===== config.mk =====
export PLATFORM = sky130hd
export DESIGN_NAME = pipeline_ctrl_flat
export DESIGN_NICKNAME = d
export VERILOG_FILES = /design/src/rtl/pipeline_ctrl_if.sv /design/src/rtl/pipeline_ctrl.sv /design/src/flat_wrapper.sv
export SDC_FILE = /design/constraint.sdc
export NUM_CORES = 1
export LEC_CHECK = 0
export BUFFER_PORTS_ARGS = -buffer_cell sky130_fd_sc_hd__buf_2
export CORE_AREA = 2 2 65 67
export DETAILED_ROUTE_END_ITERATION = 8
export DIE_AREA = 0 0 67 69
export GPL_ROUTABILITY_DRIVEN = 0
export HOLD_SLACK_MARGIN = 0.15
export MAX_ROUTING_LAYER = met4
export SYNTH_ARGS = -nofsm -noshare
export SYNTH_HDL_FRONTEND = slang
export SYNTH_SLANG_ARGS = --single-unit
export TNS_END_PERCENT = 30

===== constraint.sdc =====
create_clock -name clk -period 2.29 [get_ports clk]
set_input_delay 0 -clock clk [delete_from_list [all_inputs] [get_ports clk]]
set_output_delay 0 -clock clk [all_outputs]
set_load 0.005 [all_outputs]

===== src/rtl/pipeline_ctrl_if.sv =====
// Signal bundle between the pipeline datapath and its stall/flush controller.
// The master modport is the controller side; the slave modport is the datapath side.
interface pipeline_ctrl_if #(
  parameter int ADDR_W = 4,
  parameter int CNT_W  = 16
);
  logic [ADDR_W-1:0] id_rs;
  logic [ADDR_W-1:0] id_rt;
  logic [ADDR_W-1:0] ex_rd;
  logic              ex_mem_read;
  logic              ex_branch_taken;
  logic              ex_long_start;

  logic              pc_write;
  logic              ifid_we;
  logic              idex_we;
  logic              exmem_we;
  logic              memwb_we;
  logic              id_bubble;
  logic              ifid_flush_n;
  logic              idex_flush_n;
  logic              exmem_flush_n;
  logic              memwb_flush_n;
  logic [1:0]        state;
  logic [CNT_W-1:0]  stall_cycles;

  modport master (
    input  id_rs, id_rt, ex_rd, ex_mem_read, ex_branch_taken, ex_long_start,
    output pc_write, ifid_we, idex_we, exmem_we, memwb_we, id_bubble,
           ifid_flush_n, idex_flush_n, exmem_flush_n, memwb_flush_n,
           state, stall_cycles
  );

  modport slave (
    output id_rs, id_rt, ex_rd, ex_mem_read, ex_branch_taken, ex_long_start,
    input  pc_write, ifid_we, idex_we, exmem_we, memwb_we, id_bubble,
           ifid_flush_n, idex_flush_n, exmem_flush_n, memwb_flush_n,
           state, stall_cycles
  );
endinterface


===== src/rtl/pipeline_ctrl.sv =====
// Pipeline hazard controller: load-use stalls, taken-branch flushes, multi-cycle EX
// freezes, registered buffer clears and a saturating stall-cycle counter.
//
// state      | meaning
// RUN        | normal flow, hazard inputs evaluated
// LOAD_STALL | single recovery cycle after a load-use bubble
// LONG_BUSY  | EX frozen on a multi-cycle op, WB drains
// BR_FLUSH   | IF/ID and ID/EX cleared, PC holds branch target
module pipeline_ctrl #(
  parameter int ADDR_W      = 4,
  parameter int LONG_CYCLES = 4,
  parameter int CNT_W       = 16
) (
  input  logic           clk,
  input  logic           reset,
  pipeline_ctrl_if.master bus
);

  localparam int LC_W = (LONG_CYCLES > 2) ? $clog2(LONG_CYCLES) : 1;

  typedef enum logic [1:0] {
    RUN        = 2'd0,
    LOAD_STALL = 2'd1,
    LONG_BUSY  = 2'd2,
    BR_FLUSH   = 2'd3
  } state_t;

  state_t            state_q, state_d;
  logic [LC_W-1:0]   long_cnt_q, long_cnt_d;
  logic [CNT_W-1:0]  stall_q, stall_d;
  logic              ifid_fl_q, idex_fl_q, exmem_fl_q, memwb_fl_q;
  logic              ifid_fl_d, idex_fl_d;

  logic [ADDR_W-1:0] rs, rt, rd;
  logic              loaduse;
  logic              pc_we, ifid_we, idex_we, exmem_we, memwb_we, bubble;

  assign rs = bus.id_rs;
  assign rt = bus.id_rt;
  assign rd = bus.ex_rd;
  assign loaduse = bus.ex_mem_read && (rd != '0) && ((rd == rs) || (rd == rt));

  always_comb begin
    pc_we      = 1'b1;
    ifid_we    = 1'b1;
    idex_we    = 1'b1;
    exmem_we   = 1'b1;
    memwb_we   = 1'b1;
    bubble     = 1'b0;
    state_d    = state_q;
    long_cnt_d = long_cnt_q;
    ifid_fl_d  = 1'b1;
    idex_fl_d  = 1'b1;
    case (state_q)
      RUN: begin
        if (bus.ex_branch_taken) begin
          state_d   = BR_FLUSH;
          ifid_fl_d = 1'b0;
          idex_fl_d = 1'b0;
        end else if (bus.ex_long_start) begin
          pc_we      = 1'b0;
          ifid_we    = 1'b0;
          idex_we    = 1'b0;
          exmem_we   = 1'b0;
          state_d    = LONG_BUSY;
          long_cnt_d = LC_W'(LONG_CYCLES - 2);
        end else if (loaduse) begin
          pc_we   = 1'b0;
          ifid_we = 1'b0;
          bubble  = 1'b1;
          state_d = LOAD_STALL;
        end
      end
      LOAD_STALL: state_d = RUN;
      LONG_BUSY: begin
        pc_we    = 1'b0;
        ifid_we  = 1'b0;
        idex_we  = 1'b0;
        exmem_we = 1'b0;
        if (long_cnt_q == '0) state_d = RUN;
        else                  long_cnt_d = long_cnt_q - LC_W'(1);
      end
      BR_FLUSH: begin
        pc_we   = 1'b0;
        ifid_we = 1'b0;
        idex_we = 1'b0;
        state_d = RUN;
      end
      default: state_d = RUN;
    endcase
    stall_d = (!pc_we && (stall_q != '1)) ? stall_q + CNT_W'(1) : stall_q;
  end

  // Flush outputs come straight from flops so the async clears never see a glitch.
  always_ff @(posedge clk or posedge reset) begin
    if (reset) begin
      state_q    <= RUN;
      long_cnt_q <= '0;
      stall_q    <= '0;
      ifid_fl_q  <= 1'b0;
      idex_fl_q  <= 1'b0;
      exmem_fl_q <= 1'b0;
      memwb_fl_q <= 1'b0;
    end else begin
      state_q    <= state_d;
      long_cnt_q <= long_cnt_d;
      stall_q    <= stall_d;
      ifid_fl_q  <= ifid_fl_d;
      idex_fl_q  <= idex_fl_d;
      exmem_fl_q <= 1'b1;
      memwb_fl_q <= 1'b1;
    end
  end

  assign bus.pc_write      = pc_we;
  assign bus.ifid_we       = ifid_we;
  assign bus.idex_we       = idex_we;
  assign bus.exmem_we      = exmem_we;
  assign bus.memwb_we      = memwb_we;
  assign bus.id_bubble     = bubble;
  assign bus.ifid_flush_n  = ifid_fl_q;
  assign bus.idex_flush_n  = idex_fl_q;
  assign bus.exmem_flush_n = exmem_fl_q;
  assign bus.memwb_flush_n = memwb_fl_q;
  assign bus.state         = state_q;
  assign bus.stall_cycles  = stall_q;

endmodule


===== src/flat_wrapper.sv =====
// flat-port wrapper written by rule: the top's interface ports become plain ports
module pipeline_ctrl_flat 
#(
  parameter int ADDR_W      = 4,
  parameter int LONG_CYCLES = 4,
  parameter int CNT_W       = 16
)
  (clk, reset, bus_id_rs, bus_id_rt, bus_ex_rd, bus_ex_mem_read, bus_ex_branch_taken, bus_ex_long_start, bus_pc_write, bus_ifid_we, bus_idex_we, bus_exmem_we, bus_memwb_we, bus_id_bubble, bus_ifid_flush_n, bus_idex_flush_n, bus_exmem_flush_n, bus_memwb_flush_n, bus_state, bus_stall_cycles);
  pipeline_ctrl_if #(.ADDR_W(ADDR_W), .CNT_W(CNT_W)) bus_i ();
  input  logic clk;
  input  logic reset;
  input wire logic [$bits(bus_i.id_rs)-1:0] bus_id_rs;
  input wire logic [$bits(bus_i.id_rt)-1:0] bus_id_rt;
  input wire logic [$bits(bus_i.ex_rd)-1:0] bus_ex_rd;
  input wire logic [$bits(bus_i.ex_mem_read)-1:0] bus_ex_mem_read;
  input wire logic [$bits(bus_i.ex_branch_taken)-1:0] bus_ex_branch_taken;
  input wire logic [$bits(bus_i.ex_long_start)-1:0] bus_ex_long_start;
  output wire logic [$bits(bus_i.pc_write)-1:0] bus_pc_write;
  output wire logic [$bits(bus_i.ifid_we)-1:0] bus_ifid_we;
  output wire logic [$bits(bus_i.idex_we)-1:0] bus_idex_we;
  output wire logic [$bits(bus_i.exmem_we)-1:0] bus_exmem_we;
  output wire logic [$bits(bus_i.memwb_we)-1:0] bus_memwb_we;
  output wire logic [$bits(bus_i.id_bubble)-1:0] bus_id_bubble;
  output wire logic [$bits(bus_i.ifid_flush_n)-1:0] bus_ifid_flush_n;
  output wire logic [$bits(bus_i.idex_flush_n)-1:0] bus_idex_flush_n;
  output wire logic [$bits(bus_i.exmem_flush_n)-1:0] bus_exmem_flush_n;
  output wire logic [$bits(bus_i.memwb_flush_n)-1:0] bus_memwb_flush_n;
  output wire logic [$bits(bus_i.state)-1:0] bus_state;
  output wire logic [$bits(bus_i.stall_cycles)-1:0] bus_stall_cycles;
  assign bus_i.id_rs = bus_id_rs;
  assign bus_i.id_rt = bus_id_rt;
  assign bus_i.ex_rd = bus_ex_rd;
  assign bus_i.ex_mem_read = bus_ex_mem_read;
  assign bus_i.ex_branch_taken = bus_ex_branch_taken;
  assign bus_i.ex_long_start = bus_ex_long_start;
  assign bus_pc_write = bus_i.pc_write;
  assign bus_ifid_we = bus_i.ifid_we;
  assign bus_idex_we = bus_i.idex_we;
  assign bus_exmem_we = bus_i.exmem_we;
  assign bus_memwb_we = bus_i.memwb_we;
  assign bus_id_bubble = bus_i.id_bubble;
  assign bus_ifid_flush_n = bus_i.ifid_flush_n;
  assign bus_idex_flush_n = bus_i.idex_flush_n;
  assign bus_exmem_flush_n = bus_i.exmem_flush_n;
  assign bus_memwb_flush_n = bus_i.memwb_flush_n;
  assign bus_state = bus_i.state;
  assign bus_stall_cycles = bus_i.stall_cycles;
  pipeline_ctrl #(.ADDR_W(ADDR_W), .LONG_CYCLES(LONG_CYCLES), .CNT_W(CNT_W)) u_core (.clk(clk), .reset(reset), .bus(bus_i));
endmodule

==> flow_summary.ini <==
[setup_path]
path_class = flop to flop
timing.critical_path.from_type = flop
path_max_fanout = 12
end_kind = flop
cp_data_arrival_time_ps = 2240
critical_path_required_ps = 2430
critPathMaxStageDelay_ps = 580
cell_with_the_largest_stage_delay_on_the_worst_path = sky130_fd_sc_hd__or4b_1
timing.critical_path.cells = ha_1 > nand4_1 > or4b_1 > nor2_4 > buf_4 > a211oi_1 > xor2_1

[logic_synthesis]
synth_top_flop_cell = sky130_fd_sc_hd__dfrtp_1
synth.most_common_cell = sky130_fd_sc_hd__dfrtp_1
synth_edf_count = 0
yosys.area.top_type = sky130_fd_sc_hd__dfrtp_1
ys_async_sr_fraction_pct = 100
post_synth_main_area_contributors = sky130_fd_sc_hd__dfrtp_1 42%, sky130_fd_sc_hd__xor2_1 8.7%, sky130_fd_sc_hd__xnor2_1 6.7%
synth_cell_types = 32
synth_sequential_area_ratio_pct = 41.9
synth_cells = 125
synth_commonest_cells = 22 x sky130_fd_sc_hd__dfrtp_1, 13 x sky130_fd_sc_hd__xor2_1, 10 x sky130_fd_sc_hd__xnor2_1
syn_area_per_cell_um2 = 10.5
syn-cell-area_um2 = 1310
yosys_warnings = 0
ys_seq_elements = 22
synth_top_area_share_pct = 41.9

[clock_tree]
cts.clk_slew.worst_paths_ps = 80
cts_made_buffers = 3
clock-root-buffer = sky130_fd_sc_hd__clkbuf_8
worst_skew_pair_latency_ps = 260
h-tree-depth = 1
tritoncts = done
postCtsResizedCells = 0
cts-root-to-sink-buffers = 2
cts_sinks = 22

[sta]
finalHoldViolations = 0
unrepaired_setup_endpoints_after_global_routing = false
maximum_frequency_from_static_timing_analysis_mhz = 477
fin_crit_sh_pct = 91.5
relSlewSlack_pct = 44.4
final.setup_skew_ps = 1.53
max_slew_vio_count = 0
timing.setup.tns_ps = 0
timing.final.crit_period_ps = 2100
final-setup-viol-count = 0
transition_time_at_the_pin_with_the_least_slew_margin_ps = 832

[die]
die_ht_um = 69
num_io_pins = 45
die-area_um2 = 4620
floorplan.initialDensity_pct = 33.6
coreArea_um2 = 3910
floorplan.die.width_um = 67
placement_rows = 23

[pwr]
sw_frac_of_total_pct = 36.3
cell_internal_pwr_mw = 1.07
sum_of_internal_switching_and_leakage_power_mw = 1.68
clock_power_share_pct = 21.9
share_seq_of_total_power_pct = 39.3
power_leakage_nw = 0.782
total_switching_power_mw = 0.609
vdd.ir_drop.worst_uv = 467
p_per_area_nw_per_um2 = 975
power.combinational.fraction_pct = 38.8

[drt]
ant_nets = 0
drt-vias-per-instance = 4.88
drt_iter0_drc = 26
routed_wire_length_per_instance_um = 12.8
vias = 1112
wl_um = 2910
drc = 0
number_of_iterations_in_the_first_detailed_routing_pass = 4

[place]
port_buffers = 43
dp_hpwl_um = 2170

[grt]
first_global_vias = 1073
global_route_wire_length_before_repair_um = 4800
grt_antenna_before_repair = 0
grt_start_max_net_pins = 23
grtUsageTotal_pct = 13.4
overflow = 0

[finish]
fillers = 393
flow.area_growth_from_synthesis_pct = 30.8
ant_diodes = 0
nNetsFinal = 198
drive_above_1_share_pct = 38.2

[hold_path]
holdCritPathClass = input pin to flop

[run_status]
run_status = finished, final reports clean

[run]
drv_cap = 0
## repair_timing
| action | 4_1_cts | 5_1_grt |
|---|---|---|
| setup buffers | 0 | 3 |
| hold buffers | 3 | 0 |
| hold endpoints to repair | 24 | 0 |
| setup endpoints to repair | 0 | 4 |
## cell families after synthesis
group / count (synthesis) / synth area share, %
buffers and inverters: 16 / 6.67
DFF: 22 / 41.9
and+or+nand+nor: 32 / 12.8
adders and majority gates: 2 / 1.90
AOI/OAI and AO/OA: 27 / 19.4
other: 1 / 0.285
muxes: 2 / 1.71
xor gates and xnor gates: 23 / 15.3
## layer usage
layer | GRT usage [%] | vias up | wire length (um)
li1 | - | 557 | -
met1 | 18.2 | 510 | 1440
met2 | 21.0 | 43 | 1240
met3 | 2.12 | 2 | 214
met4 | 2.72 | 0 | 18
met5 | - | - | 0
## stage by stage
stage	worst slack (ps)	hold WS [ps]	utilization, %	std cells	cell area, um^2
after floorplan	212	-10.8	-	126	1320
after global placement	213	202	40.7	218	1590
after detailed placement	126	219	40.7	218	1590
after CTS	105	222	43.3	225	1700
after global routing	63.7	251	43.9	228	1720
final	194	223	43.9	228	1720
## power groups by stage
stage                     Clock, mW  Sequential (mW)  Combinational (mW)
after global routing          0.396            0.679               0.733
after global placement            0            0.655               0.638
final                         0.367            0.659               0.650
after floorplan                   0            0.643               0.400
after detailed placement          0            0.664               0.652
after CTS                     0.378            0.659               0.658
## final timing paths
path,startpoint,end,slack [ps],cells after the start
hold / removal,bus_ex_mem_read,u_core.bus.state[0]$_DFFE_PP0P_,220,5
setup / recovery,u_core.bus.stall_cycles[1]$_DFFE_PP0P_,u_core.bus.stall_cycles[11]$_DFFE_PP0P_,190,7
setup reg to reg,u_core.bus.stall_cycles[1]$_DFFE_PP0P_,u_core.bus.stall_cycles[11]$_DFFE_PP0P_,190,7
hold reg to reg,u_core.bus.stall_cycles[11]$_DFFE_PP0P_,u_core.bus.stall_cycles[11]$_DFFE_PP0P_,490,1
min in group asynchronous,reset,u_core.bus.exmem_flush_n$_DFF_PP0_,440,3
max in group asynchronous,reset,u_core.bus.stall_cycles[12]$_DFFE_PP0P_,1340,3
## cells in the final DEF (no fill, tap or decap), drive strengths merged
master,count
o41ai,1
a2111oi,9
clkbuf,3
buf,54
nand4,7
conb,2
ha,2
dlygate4sd3,3
nand2,8
a31oi,1
a21oi,7
and3,1
nand3,4
nor2,6
a211oi,5
o21bai,1
bufinv,1
or4b,1
inv,7
nor3,3
o21ai,2
and2,1
a2111o,1
xnor2,10
mux2,2
dfrtp,22
or2,1
xor2,13
## flip-flops by register name (all words and copies together) (netlist names)
signal	cells
u_core.bus.exmem_flush_n	1
u_core.bus.ifid_flush_n	1
u_core.bus.stall_cycles	16
u_core.bus.state	2
u_core.long_cnt_q	2
## worst max-delay path: cells and delay by family (launching register included)
kind            cells  cell delay (ps)
compound gates      1               50
buf+inv             1              180
simple gates        3              960
fa+ha+maj           1              200
flops               1              410
xor+xnor            1              170
## final cells by class
cell class | instances | area, um^2 | area share, %
inverters | 7 | 26.3 | 1.53
well taps | 50 | 62.6 | 3.64
clock buffers | 3 | 41.3 | 2.40
flip-flops and latches | 22 | 551 | 32.0
clock inverters | 1 | 30.0 | 1.75
repair buffers | 57 | 328 | 19.1
multi-input cells | 88 | 679 | 39.5
No activity file was read; power rests on OpenSTA's default activity.
